File: config.mk
export PLATFORM = sky130hd
export DESIGN_NAME = mem_stage_lsu_flat
export DESIGN_NICKNAME = d
export VERILOG_FILES = /design/src/rtl/mem_stage_lsu_if.sv /design/src/rtl/mem_stage_lsu.sv /design/src/flat_wrapper.sv
export SDC_FILE = /design/constraint.sdc
export NUM_CORES = 1
export LEC_CHECK = 0
export CAP_MARGIN = 20
export CORE_MARGIN = 2
export CORE_UTILIZATION = 41
export DETAILED_ROUTE_END_ITERATION = 10
export PLACE_DENSITY = 0.81
export SKIP_LAST_GASP = 1
export SYNTH_ARGS = -nofsm -noshare
export SYNTH_HDL_FRONTEND = slang
export SYNTH_SLANG_ARGS = --single-unit
export TNS_END_PERCENT = 50
File: constraint.sdc
create_clock -name clk -period 1.82 [get_ports clk]
set_input_delay 0.364 -clock clk [delete_from_list [all_inputs] [get_ports clk]]
set_output_delay 0.364 -clock clk [all_outputs]
set_load 0.01 [all_outputs]
File: src/rtl/mem_stage_lsu_if.sv
// mem_stage_lsu_if: AHB-Lite data-port bundle between the memory stage (master)
// and the data memory / interconnect (slave).
//   haddr, htrans, hwrite, hsize, hwdata : master -> slave
//   hrdata, hready, hresp                : slave  -> master
interface mem_stage_lsu_if #(
  parameter int XLEN = 32
);
  logic [XLEN-1:0] haddr;
  logic [1:0]      htrans;
  logic            hwrite;
  logic [2:0]      hsize;
  logic [XLEN-1:0] hwdata;
  logic [XLEN-1:0] hrdata;
  logic            hready;
  logic            hresp;

  modport master (
    output haddr, htrans, hwrite, hsize, hwdata,
    input  hrdata, hready, hresp
  );

  modport slave (
    input  haddr, htrans, hwrite, hsize, hwdata,
    output hrdata, hready, hresp
  );
endinterface

File: src/rtl/mem_stage_lsu.sv
// mem_stage_lsu: memory pipeline stage. Takes the execute result, or performs a
// byte/half/word load/store as an AHB-Lite master, and emits a registered
// writeback bundle.
//
// Ports:
//   clk, rst          clock, synchronous active-high reset
//   in_valid/in_ready execute -> mem handshake. A transfer happens on a rising
//                     edge where in_valid & in_ready are both 1; in_valid may
//                     be held with changing payload, in_ready is high only in
//                     IDLE and does not depend on in_valid.
//   in_*              instruction payload (load/store flags, size, sign, address,
//                     store data, execute result, destination register)
//   ahb               AHB-Lite master port (see mem_stage_lsu_if)
//   wb_valid/rd/data  one-cycle writeback pulse to the register file
//   misalign_err      one-cycle pulse, misaligned access rejected
//   bus_err           one-cycle pulse, AHB ERROR response received
//   state_dbg         current FSM state (0=IDLE, 1=ADDR, 2=DATA)
module mem_stage_lsu #(
  parameter int XLEN = 32,
  parameter int RD_W = 5
) (
  input  logic            clk,
  input  logic            rst,
  input  logic            in_valid,
  output logic            in_ready,
  input  logic            in_load,
  input  logic            in_store,
  input  logic [1:0]      in_size,
  input  logic            in_unsigned,
  input  logic [XLEN-1:0] in_addr,
  input  logic [XLEN-1:0] in_wdata,
  input  logic [XLEN-1:0] in_ex_res,
  input  logic [RD_W-1:0] in_rd,
  mem_stage_lsu_if.master ahb,
  output logic            wb_valid,
  output logic [RD_W-1:0] wb_rd,
  output logic [XLEN-1:0] wb_data,
  output logic            misalign_err,
  output logic            bus_err,
  output logic [1:0]      state_dbg
);

  typedef enum logic [1:0] {
    S_IDLE = 2'd0,
    S_ADDR = 2'd1,
    S_DATA = 2'd2
  } state_t;

  localparam logic [1:0] HTRANS_IDLE   = 2'b00;
  localparam logic [1:0] HTRANS_NONSEQ = 2'b10;

  state_t state, state_nxt;

  // Latched access, held stable for the whole address and data phases.
  logic [XLEN-1:0] addr_q;
  logic [1:0]      size_q;
  logic            write_q;
  logic            unsigned_q;
  logic [RD_W-1:0] rd_q;
  logic [XLEN-1:0] wdata_q;

  logic            accept;
  logic            is_mem;
  logic [1:0]      size_eff;
  logic            misaligned;
  logic            start_mem;
  logic [XLEN-1:0] wdata_rep;
  logic [7:0]      load_byte;
  logic [15:0]     load_half;
  logic [XLEN-1:0] load_data;

  // Request decode
  assign accept   = in_valid & in_ready;
  assign is_mem   = in_load | in_store;
  // Size 3 is illegal; handle it exactly like a word access.
  assign size_eff = (in_size == 2'd3) ? 2'd2 : in_size;

  always_comb begin
    misaligned = 1'b0;
    if (is_mem) begin
      case (size_eff)
        2'd1:    misaligned = in_addr[0];
        2'd2:    misaligned = |in_addr[1:0];
        default: misaligned = 1'b0;
      endcase
    end
  end

  assign start_mem = accept & is_mem & ~misaligned;

  // Store data replicated across all byte lanes so the slave can pick the lane
  // addressed by haddr[1:0] without any shifting.
  always_comb begin
    case (size_eff)
      2'd0:    wdata_rep = {4{in_wdata[7:0]}};
      2'd1:    wdata_rep = {2{in_wdata[15:0]}};
      default: wdata_rep = in_wdata;
    endcase
  end

  // Load lane extraction
  assign load_byte = ahb.hrdata[{addr_q[1:0], 3'b000} +: 8];
  assign load_half = ahb.hrdata[{addr_q[1], 4'b0000} +: 16];

  always_comb begin
    case (size_q)
      2'd0:    load_data = unsigned_q ? {24'd0, load_byte} : {{24{load_byte[7]}}, load_byte};
      2'd1:    load_data = unsigned_q ? {16'd0, load_half} : {{16{load_half[15]}}, load_half};
      default: load_data = ahb.hrdata;
    endcase
  end

  // FSM: state register
  always_ff @(posedge clk) begin
    if (rst) state <= S_IDLE;
    else     state <= state_nxt;
  end

  // FSM: next state
  always_comb begin
    state_nxt = state;
    case (state)
      S_IDLE:  if (start_mem) state_nxt = S_ADDR;
      S_ADDR:  if (ahb.hready) state_nxt = S_DATA;
      // hresp during hready=0 is the first cycle of a two-cycle ERROR; only
      // the hready=1 cycle ends the data phase.
      S_DATA:  if (ahb.hready) state_nxt = S_IDLE;
      default: state_nxt = S_IDLE;
    endcase
  end

  // FSM: outputs
  always_comb begin
    in_ready    = (state == S_IDLE);
    ahb.htrans  = (state == S_ADDR) ? HTRANS_NONSEQ : HTRANS_IDLE;
    ahb.hwrite  = (state == S_ADDR) & write_q;
    ahb.haddr   = addr_q;
    ahb.hsize   = {1'b0, size_q};
    ahb.hwdata  = wdata_q;
    state_dbg   = state;
  end

  // Access latch and writeback / error pulses
  always_ff @(posedge clk) begin
    if (rst) begin
      addr_q       <= '0;
      size_q       <= '0;
      write_q      <= 1'b0;
      unsigned_q   <= 1'b0;
      rd_q         <= '0;
      wdata_q      <= '0;
      wb_valid     <= 1'b0;
      wb_rd        <= '0;
      wb_data      <= '0;
      misalign_err <= 1'b0;
      bus_err      <= 1'b0;
    end else begin
      wb_valid     <= 1'b0;
      misalign_err <= 1'b0;
      bus_err      <= 1'b0;

      if (accept) begin
        if (!is_mem) begin
          wb_valid <= |in_rd;
          wb_rd    <= in_rd;
          wb_data  <= in_ex_res;
        end else if (misaligned) begin
          misalign_err <= 1'b1;
        end else begin
          addr_q     <= in_addr;
          size_q     <= size_eff;
          write_q    <= in_store;
          unsigned_q <= in_unsigned;
          rd_q       <= in_rd;
          wdata_q    <= wdata_rep;
        end
      end

      if (state == S_DATA && ahb.hready) begin
        if (ahb.hresp) begin
          bus_err <= 1'b1;
        end else if (!write_q) begin
          wb_valid <= |rd_q;
          wb_rd    <= rd_q;
          wb_data  <= load_data;
        end
      end
    end
  end

endmodule

File: src/flat_wrapper.sv
// flat-port wrapper written by rule: the top's interface ports become plain ports
module mem_stage_lsu_flat 
#(
  parameter int XLEN = 32,
  parameter int RD_W = 5
)
  (clk, rst, in_valid, in_ready, in_load, in_store, in_size, in_unsigned, in_addr, in_wdata, in_ex_res, in_rd, wb_valid, wb_rd, wb_data, misalign_err, bus_err, state_dbg, ahb_haddr, ahb_htrans, ahb_hwrite, ahb_hsize, ahb_hwdata, ahb_hrdata, ahb_hready, ahb_hresp);
  mem_stage_lsu_if #(.XLEN(XLEN)) ahb_i ();
  input  logic clk;
  input  logic rst;
  input  logic in_valid;
  output logic in_ready;
  input  logic in_load;
  input  logic in_store;
  input  logic [1:0] in_size;
  input  logic in_unsigned;
  input  logic [XLEN-1:0] in_addr;
  input  logic [XLEN-1:0] in_wdata;
  input  logic [XLEN-1:0] in_ex_res;
  input  logic [RD_W-1:0] in_rd;
  output logic wb_valid;
  output logic [RD_W-1:0] wb_rd;
  output logic [XLEN-1:0] wb_data;
  output logic misalign_err;
  output logic bus_err;
  output logic [1:0] state_dbg;
  output wire logic [$bits(ahb_i.haddr)-1:0] ahb_haddr;
  output wire logic [$bits(ahb_i.htrans)-1:0] ahb_htrans;
  output wire logic [$bits(ahb_i.hwrite)-1:0] ahb_hwrite;
  output wire logic [$bits(ahb_i.hsize)-1:0] ahb_hsize;
  output wire logic [$bits(ahb_i.hwdata)-1:0] ahb_hwdata;
  input wire logic [$bits(ahb_i.hrdata)-1:0] ahb_hrdata;
  input wire logic [$bits(ahb_i.hready)-1:0] ahb_hready;
  input wire logic [$bits(ahb_i.hresp)-1:0] ahb_hresp;
  assign ahb_haddr = ahb_i.haddr;
  assign ahb_htrans = ahb_i.htrans;
  assign ahb_hwrite = ahb_i.hwrite;
  assign ahb_hsize = ahb_i.hsize;
  assign ahb_hwdata = ahb_i.hwdata;
  assign ahb_i.hrdata = ahb_hrdata;
  assign ahb_i.hready = ahb_hready;
  assign ahb_i.hresp = ahb_hresp;
  mem_stage_lsu #(.XLEN(XLEN), .RD_W(RD_W)) u_core (.clk(clk), .rst(rst), .in_valid(in_valid), .in_ready(in_ready), .in_load(in_load), .in_store(in_store), .in_size(in_size), .in_unsigned(in_unsigned), .in_addr(in_addr), .in_wdata(in_wdata), .in_ex_res(in_ex_res), .in_rd(in_rd), .ahb(ahb_i), .wb_valid(wb_valid), .wb_rd(wb_rd), .wb_data(wb_data), .misalign_err(misalign_err), .bus_err(bus_err), .state_dbg(state_dbg));
endmodule
==> out/metrics.csv <==
stage,metric,value,unit
timing,setup_ws,-0.124,ns
min_path,min_path_cells,2,
logic_synthesis,synth.top_cell.area_share,0.444,
logic_synthesis,syn_area,5180,µm²
critical_path,crit_type,reg2out,
critical_path,crit_path_end_kind,output port,
power,p_leak,0.00318,µW
critical_path,required,1.46,ns
clock_network,htreeDepth,4,
placed_design,dpl-instance-area,8200,µm²
routing,dr_total_vias,5800,
flow_run,maxCapViolCount,0,
logic_synthesis,ys.flop_type,dfxtp_1,
routing,wl_per_cell,16.8,µm
placed_design,gp_congestion,0.860,
timing,period_minus_slack,1.94,ns
global_routing,grt_start_max_net_pins,42,
logic_synthesis,yosys_warnings,0,
timing,skew,0.00539,ns
floorplanning,rows,41,
routing,final_antenna_net_count,0,
power,peakVddDrop,0.612,mV
routing,first_pass_iters,5,
timing,finalHoldViolCount,0,
timing,setup_viol,2,
clock_network,clock-sinks,115,
routing,viasPerCell,5.33,
logic_synthesis,yosysTopAreaCell,dfxtp_1,
global_routing,gr-total-overflow,0,
logic_synthesis,postSynthCellCount,639,
floorplanning,start_util,0.416,
timing,fin_crit_sh,1.07,
logic_synthesis,yosysSeqAreaShare,0.444,
logic_synthesis,async_flop_share,0,
global_routing,grt_pass1_vias,5547,
timing,tightest_slew,0.530,ns
cells_and_area,final_util,0.702,
critical_path,path_max_fanout,8,
floorplanning,die_h,116,µm
placed_design,portBuffers,253,
cells_and_area,drive_above_1_share,0.0983,
clock_network,post_cts_buffers,0,
floorplanning,core,12500,µm²
floorplanning,die_x,116,µm
routing,first_iter_violations,381,
clock_network,clk_pin_slew,0.05,ns
routing,route.detailed.drc,0,
placed_design,hpwl,13300,µm
cells_and_area,fin_area,8750,µm²
logic_synthesis,synth_edf_count,0,
timing,fmax,514,MHz
clock_network,cts_root_buffer,clkbuf_16,
cells_and_area,multi_input_comb_area,2620,µm²
clock_network,cts_buffers,17,
power,p_per_area,804,nW/µm²
min_path,hold_class,in2reg,
routing,wl,18300,µm
global_routing,grtUsageTotal,0.265,
cells_and_area,diodes,0,
critical_path,cp-start-kind,flop,
status,outcome,"finished, violations left",
timing,slew_headroom,0.638,
floorplanning,die_area,13600,µm²
critical_path,reg2reg_depth,6,
logic_synthesis,synth_area_per_cell,8.11,µm²
cells_and_area,layout.nets,1047,
global_routing,antenna_found_initial,0,
logic_synthesis,synth-seq-cells,115,
clock_network,cts_tree,done,
logic_synthesis,ys_top_cells_by_area,"dfxtp_1 44%, nand2_1 13%, a21oi_1 8.2%, mux2i_1 6.4%, a221oi_1 4.1%",
cells_and_area,ff_latch_area,2300,µm²
cells_and_area,syn_to_final_growth,69.0,%
logic_synthesis,synth.distinct_cells,35,
critical_path,cp.arrival,1.58,ns
timing,slew_viol_final,0,
cells_and_area,nFillCells,1021,
clock_network,clockBufferDepth,2,
global_routing,grt_pass1_wl,27500,µm
floorplanning,pin_count,256,
timing,holdWs,0.412,ns
status,violations,negative setup slack,
timing,rsz0062_at_grt,true,
clock_network,insertion_delay,0.41,ns
-- power by group --
part / internal, µW / leakage (µW) / switching (µW)
registers: 2650 / 0.000938 / 74.5
logic: 741 / 0.00198 / 565
clock network: 1900 / 0.000270 / 1110
total: 5290 / 0.00318 / 1750
-- cells in the final DEF (no fill, tap or decap), drive strengths merged --
master,count
clkdlybuf4s50,248
nand2,181
dfxtp,115
a21oi,85
buf,52
nor2,34
mux2i,33
clkbuf,26
a221oi,24
o21ai,20
a211oi,16
a311oi,13
a22o,8
a22oi,8
a2111oi,8
and3,7
clkinv,6
nor4,4
nor3,3
nor3b,3
and2,2
nand3b,2
nand2b,2
or4,2
conb,2
dlymetal6s2s,2
dlygate4sd2,2
nor2b,1
o221a,1
o221ai,1
or3,1
nor4b,1
and2b,1
or3b,1
a21o,1
-- cell usage after synthesis (2+ instances only) --
cell / n
nand2_1: 181
dfxtp_1: 115
a21oi_1: 85
nor2_1: 34
mux2i_1: 33
clkbuf_1: 29
a221oi_1: 24
buf_2: 20
o21ai_0: 20
a211oi_1: 16
a311oi_1: 13
buf_4: 10
a2111oi_0: 8
a22o_1: 8
a22oi_1: 8
and3_1: 7
nor4_1: 4
and2_1: 2
nand2b_1: 2
nand3b_1: 2
nor3_4: 2
nor3b_1: 2
or4_1: 2
-- worst max-delay path, stage by stage, from the launching register on --
cell and delay, ns:
dfxtp_2 0.43, buf_6 0.18, clkdlybuf4s50_1 0.55
-- state kept, by name, indices dropped and copies added, names as in the netlist --
name,flops
u_core.ahb.haddr,32
u_core.wb_data,32
u_core.unsigned_q,1
u_core.write_q,1
u_core.ahb.hwdata,32
u_core.wb_valid,1
u_core.size_q,2
u_core.bus_err,1
u_core.misalign_err,1
u_core.state_dbg,2
u_core.rd_q,5
u_core.wb_rd,5
-- kinds of logic (layout without fill, tap and decap cells) --
logic type / after synthesis / after routing / synth area share
simple gates: 245 / 245 / 0.203
compound gates: 185 / 185 / 0.232
flops: 115 / 115 / 0.444
buf+inv: 60 / 336 / 0.0555
mux: 33 / 33 / 0.0638
other cells: 1 / 2 / 0.000724
-- path summary, 6_finish.rpt --
check	endpoint	slack [ns]	start
worst max register to register	u_core.wb_data[15]	0.05	u_core.state_dbg[1]
worst min register to register	u_core.ahb.haddr[21]	0.45	u_core.ahb.haddr[21]
worst min-delay path	u_core.ahb.haddr[5]	0.41	rst
worst max-delay path	ahb_haddr[1]	-0.12	u_core.ahb.haddr[1]
-- metrics by stage --
stage,power [µW],std cells,TNS (ns),setup WS (ns)
floorplan,3280,640,0,0.0808
CTS,7080,1088,-0.468,-0.180
detailed placement,4070,1057,-17.24,-0.368
global placement,4060,1057,-16.46,-0.325
finish,7040,1088,-0.151,-0.124
global route,7300,1088,-0.382,-0.165
-- layout make-up --
class | instances | area share
multi-input cells | 465 | 0.299
repair buffers | 304 | 0.352
flip-flops and latches | 115 | 0.263
clock inverters | 5 | 0.00286
clock buffers | 26 | 0.0582
well taps | 172 | 0.0246
inverters | 1 | 0.000429
-- layer usage --
metal  GRT usage  up-vias  wire length (µm)
met5           0        -                 0
met4       0.148        0               696
met3       0.102       54              1890
met2       0.453      302              8860
met1       0.280     2654              6820
li1            -     2790                 -
-- what timing repair did --
item | 4_1_cts | 5_1_grt
hold buffers | 0 | 0
endpoints found under the setup margin | 7 | 8
gates resized for setup | 5 | 5
Note: power is estimated with default switching activity, not from simulation.
